--- src/rtl/fetch_unit_pkg.sv ---
// fetch_unit_pkg: shared word width and the NOOP/HALT encodings used by the fetch path.
// Rev 1.0
`default_nettype none

package fetch_unit_pkg;

  localparam int ARCH_SIZE = 15;

  typedef logic [ARCH_SIZE:0] word_t;

  localparam word_t NOOP = 16'h1000;
  localparam word_t HALT = 16'hF000;

  function automatic logic is_halt(input word_t w);
    return (w == HALT);
  endfunction

endpackage

`default_nettype wire

--- src/rtl/fetch_timeout.sv ---
// fetch_timeout: per-handshake-phase wait counter with an expiry flag.
// Rev 1.0
`default_nettype none

module fetch_timeout #(
  parameter logic [7:0] TIMEOUT = 8'd255
) (
  input  logic clock,
  input  logic reset_n,
  input  logic clear_i,
  input  logic enable_i,
  output logic expired_o
);

  logic [7:0] count_q;
  logic [7:0] count_d;

  // Flags the edge on which the count would reach TIMEOUT, so the owner can
  // leave the waiting state on that same edge.
  assign expired_o = enable_i && (count_q == (TIMEOUT - 8'd1));

  always_comb begin
    count_d = count_q;
    if (clear_i) begin
      count_d = 8'd0;
    end else if (enable_i) begin
      count_d = count_q + 8'd1;
    end
  end

  always_ff @(posedge clock or negedge reset_n) begin
    if (!reset_n) begin
      count_q <= 8'd0;
    end else begin
      count_q <= count_d;
    end
  end

endmodule

`default_nettype wire

--- src/rtl/fetch_unit.sv ---
// fetch_unit: instruction fetch initiator on a four-phase mem_read/mem_ready handshake.
// Rev 1.0
`default_nettype none

module fetch_unit
  import fetch_unit_pkg::*;
#(
  parameter word_t      RESET_PC = '0,
  parameter logic [7:0] TIMEOUT  = 8'd255
) (
  input  logic  clock,
  input  logic  reset_n,
  input  logic  start,
  output word_t mem_address,
  output logic  mem_read,
  input  word_t mem_value,
  input  logic  mem_ready,
  output word_t instr,
  output logic  instr_valid,
  input  logic  instr_accept,
  output logic  halted,
  output logic  error
);

  typedef enum logic [2:0] {
    ST_IDLE    = 3'd0,
    ST_REQ     = 3'd1,
    ST_RELEASE = 3'd2,
    ST_PRESENT = 3'd3,
    ST_HALTED  = 3'd4,
    ST_ERROR   = 3'd5
  } state_e;

  state_e state_q, state_d;
  word_t  pc_q, pc_d;
  word_t  instr_q, instr_d;
  logic   mem_read_q;
  logic   instr_valid_q;
  logic   halted_q;
  logic   error_q;

  logic   wait_clear;
  logic   wait_enable;
  logic   wait_expired;

  assign wait_enable = (state_q == ST_REQ) || (state_q == ST_RELEASE);
  assign wait_clear  = (state_d != state_q);

  fetch_timeout #(
    .TIMEOUT (TIMEOUT)
  ) u_timeout (
    .clock     (clock),
    .reset_n   (reset_n),
    .clear_i   (wait_clear),
    .enable_i  (wait_enable),
    .expired_o (wait_expired)
  );

  always_comb begin
    state_d = state_q;
    pc_d    = pc_q;
    instr_d = instr_q;
    case (state_q)
      ST_IDLE: begin
        if (start) state_d = ST_REQ;
      end
      ST_REQ: begin
        if (mem_ready) begin
          instr_d = mem_value;
          state_d = ST_RELEASE;
        end else if (wait_expired) begin
          state_d = ST_ERROR;
        end
      end
      ST_RELEASE: begin
        if (!mem_ready) begin
          state_d = ST_PRESENT;
        end else if (wait_expired) begin
          state_d = ST_ERROR;
        end
      end
      ST_PRESENT: begin
        if (instr_accept) begin
          if (is_halt(instr_q)) begin
            state_d = ST_HALTED;
          end else begin
            pc_d    = pc_q + word_t'(1);
            state_d = ST_REQ;
          end
        end
      end
      ST_HALTED: state_d = ST_HALTED;
      ST_ERROR:  state_d = ST_ERROR;
      default:   state_d = ST_ERROR;
    endcase
  end

  // Outputs are decoded from the next state so they are registered yet
  // aligned with the state they describe.
  always_ff @(posedge clock or negedge reset_n) begin
    if (!reset_n) begin
      state_q       <= ST_IDLE;
      pc_q          <= RESET_PC;
      instr_q       <= '0;
      mem_read_q    <= 1'b0;
      instr_valid_q <= 1'b0;
      halted_q      <= 1'b0;
      error_q       <= 1'b0;
    end else begin
      state_q       <= state_d;
      pc_q          <= pc_d;
      instr_q       <= instr_d;
      mem_read_q    <= (state_d == ST_REQ);
      instr_valid_q <= (state_d == ST_PRESENT);
      halted_q      <= (state_d == ST_HALTED);
      error_q       <= (state_d == ST_ERROR);
    end
  end

  assign mem_address = pc_q;
  assign mem_read    = mem_read_q;
  assign instr       = instr_q;
  assign instr_valid = instr_valid_q;
  assign halted      = halted_q;
  assign error       = error_q;

endmodule

`default_nettype wire
--- config.mk ---
export PLATFORM = sky130hd
export DESIGN_NAME = fetch_unit
export DESIGN_NICKNAME = d
export VERILOG_FILES = /design/src/rtl/fetch_unit_pkg.sv /design/src/rtl/fetch_timeout.sv /design/src/rtl/fetch_unit.sv
export SDC_FILE = /design/constraint.sdc
export NUM_CORES = 1
export LEC_CHECK = 0
export ABC_AREA = 1
export CAP_MARGIN = 20
export CORE_ASPECT_RATIO = 0.9
export CORE_UTILIZATION = 45
export DETAILED_ROUTE_END_ITERATION = 8
export PLACE_DENSITY_LB_ADDON = 0.2
export SETUP_SLACK_MARGIN = 0.3
export SLEW_MARGIN = 40
export SYNTH_ARGS = -nofsm -noshare
export SYNTH_HDL_FRONTEND = slang
export SYNTH_SLANG_ARGS = --single-unit
--- constraint.sdc ---
create_clock -name clock -period 2 [get_ports clock]
set_clock_uncertainty 0.15 [all_clocks]
set_input_delay 0.4 -clock clock [delete_from_list [all_inputs] [get_ports clock]]
set_output_delay 0.4 -clock clock [all_outputs]
set_load 0.01 [all_outputs]
==> reports/results.md <==
* **placed wire-length estimate after detailed placement** 3.601 mm
* **IO Count** 57
* **post-place instance area** 3073 µm²
* **drt pass-1 iters** 4
* **number of fill cells** 417
* **area growth from synthesis to layout** 50.00%
* **Die Span X** 78.90 µm
* **worst path arrival time** 1.79 ns
* **total count of hold-check failures in the final report** 0
* **adder-cell share of the synthesized area** 0.01567
* **crit share post-route** 0.8599
* **n_diodes** 0
* **synth top area cells** dfrtp_1 (49%), nand2_1 (17%), xor2_1 (4.8%), nor2_1 (4.1%), xnor2_1 (3.3%)
* **number of clock sinks** 47
* **Port-buffer cells** 56
* **worst-case vdd ir drop** 0.0004196 V
* **number of warning messages in the yosys log** 0
* **vias per std cell** 4.813
* **routability congestion estimate** 0.8151
* **worst skew pair latency** 0.30 ns
* **Hold Crit Class** primary input to register
* **fraction of post-synthesis cell area in the top cell type by area** 0.4911
* **initial antenna violation count** 0
* **Post-Layout Cell Count** 455
* **synthesized-area fraction occupied by and/or/nand/nor cells** 0.3469
* **setup slack, reg-to-reg** 0.28 ns
* **routed wire length** 5.789 mm
* **post-synthesis cell area** 2395 µm²
* **wire length of the first global-routing pass** 9.142 mm
* **H-tree levels** 2
* **Yosys top cell by area** dfrtp_1
* **setup repair after global routing missed its margin** true
* **maximum number of pins on one net before global-route repair** 48
* **Final WS setup** 0.2802 ns
* **status** completed
* **number of pins with negative max-slew slack in the final report** 0
* **overall die height** 71.21 µm
* **Rows** 24
* **number of instances in the synthesized netlist** 289
* **Inserted Clock Buffers** 5
* **routed len/inst** 12.72 µm
* **type of element capturing the critical path** register
* **number of nets with antenna violations after detailed routing** 0
* **Post-synth EDFFs** 0
* **Final Hold Slack** 0.3424 ns
* **CTS Buffer Depth** 2
* **Initial Utilization** 0.4804
* **nets** 414
* **#FFs+latches synth** 47
* **Synth cell types** 27
* **total routing resource utilization after global routing** 0.2088
* **highest achievable clock rate** 581.5 MHz
* **post-detailed-route DRC marker count** 0
* **Core Box Area** 4985 µm²
* **Avg Cell Area, Syn** 8.286 µm²
* **die area** 5618 µm²
* **CP startpoint kind** register
* **standby leakage power** 1.862 nW
* **clock tree from TritonCTS** done
* **synthesized net count** 313
* **largest family of logic cells by synthesized area** simple AND/OR/NAND/NOR gates
* **Setup Crit Path Kind** register to register
* **final critical-path required period** 1.720 ns
* **post-placement cell count** 413
* **layout cells sized above 1** 0.2795
* **final instance area** 3592 µm²
* **xor and xnor area share after synthesis** 0.08046
* **transition time at the pin with the least slew margin** 0.3391 ns
* **share of synthesized area occupied by flip-flops and latches** 0.4911
* **CTS clock-pin slew for the worst setup and hold paths** 0.09 ns
* **vias in the first global route** 2071
* **max-capacitance violation count** 0
* **required time at the worst-slack endpoint** 2.07 ns
* **GR Overflow Total** 0
* **clock root cell** clkbuf_8
* **predominant post-synthesis flop cell** dfrtp_1
* **async set-reset flop share out of synthesis** 1.000
* **Setup violations, final** 0
* **total via count in the routed design** 2190
* **portion of netlist area occupied by mux cells** 0
* **crit path max fanout** 8
* **power density over the cells** 481.6 nW/µm²
* **share of the synthesized area in compound gates (AO/OA/AOI/OAI)** 0.01829
* **Iter 0 DRT Violations** 176
* **pre-CTS setup slack** -0.01775 ns
* **relative slew slack** 0.7719
* **top cell types by occurrence after synthesis** nand2_1 (109), dfrtp_1 (47), nor2_1 (26)
* **dominant cell by count in the synthesized netlist** nand2_1
## worst paths after layout
check | startpoint | depth (start not counted) | endpoint
min in group asynchronous | reset_n | 3 | mem_address[9]$_DFFE_PN0P_
max in group asynchronous | reset_n | 3 | mem_address[4]$_DFFE_PN0P_
worst min register to register | instr[13]$_DFFE_PN0P_ | 2 | instr[13]$_DFFE_PN0P_
worst min-delay path | instr_accept | 3 | halted$_DFF_PN0_
worst max-delay path | state_q[2]$_DFF_PN0_ | 6 | u_timeout.count_q[4]$_DFFE_PN0P_
worst max register to register | state_q[2]$_DFF_PN0_ | 6 | u_timeout.count_q[4]$_DFFE_PN0P_
## cell families (layout without fill, tap and decap cells)
kind of cell | after synthesis | in the layout
xor gates and xnor gates | 22 | 22
and+or+nand+nor | 181 | 181
buffers and inverters | 28 | 129
AOI/OAI and AO/OA | 8 | 8
adders and majority gates | 3 | 3
DFF | 47 | 47
## through the flow
stage	power [mW]	TNS [ns]	util
after floorplan	1.049	0	-
after global placement	1.152	0	0.6165
after detailed placement	1.156	-0.05515	0.6165
after CTS	1.717	0	0.6679
after global routing	1.787	0	0.7206
final	1.730	0	0.7206
## layout by cell type, fill, tap and decap left out, types with 2 or more instances in the layout
master	synthesis	final
nand2_1	109	103
dfrtp_1	47	41
buf_4	0	38
dlygate4sd2_1	0	34
nor2_1	26	18
clkdlybuf4s50_1	0	18
inv_1	20	17
xor2_1	13	13
nor3_2	1	10
xnor2_1	9	9
nand2_2	3	8
nor2_2	2	7
inv_2	4	7
nand3_1	11	7
clkbuf_8	0	6
dfrtp_2	0	6
nand3_2	1	4
nand2_4	3	4
nand4_1	4	4
o21ai_0	7	4
nor3_4	1	3
nor2_4	0	3
nor4_1	4	3
dlymetal6s2s_1	0	3
nand3_4	1	2
o21ai_1	0	2
ha_1	3	2
buf_6	1	2
## repair_timing
action / in CTS / in global routing
hold buffers: 1 / 0
pin swaps: 6 / 20
resized for setup: 56 / 37
hold endpoints to repair: 47 / 0
setup endpoints to repair: 45 / 22
setup buffers: 17 / 17
## power breakdown
group | total [mW] | internal, mW | switching, mW
Clock | 0.582 | 0.272 | 0.310
Combinational | 0.158 | 0.0867 | 0.0709
Sequential | 0.991 | 0.972 | 0.0186
Total | 1.73 | 1.33 | 0.400
## flip-flops by register name (all words and copies together) (netlist names)
signal and flops:
halted 1, mem_address 16, mem_read 1, instr_valid 1, instr 16, state_q 3, u_timeout.count_q 8, error 1
## metal layers
metal,wire length (µm),vias to the layer above,global-route usage
met5,0,-,0
met4,77,0,0.07273
met3,305,10,0.05161
met2,2811,61,0.3382
met1,2595,1013,0.2743
li1,-,1106,-
## critical path, cell delays in order, from the launching register on
cell and delay (ns):
dfrtp_2 0.47, buf_4 0.17, nor3_4 0.26, nor2_4 0.08, nand4_1 0.14, nand3_4 0.17
nor3_2 0.19
## cell type report
type                       count  area [µm²]  area share
sequential                    47        1184      0.3295
tap                           65       81.33     0.02264
inverter                      24       90.09     0.02508
clock inverter                 1       5.005    0.001393
multi-input combinational    214        1291      0.3595
clock buffer                   6       82.58     0.02299
timing repair buffer          98       858.3      0.2389
(Power assumes the default switching activity.)
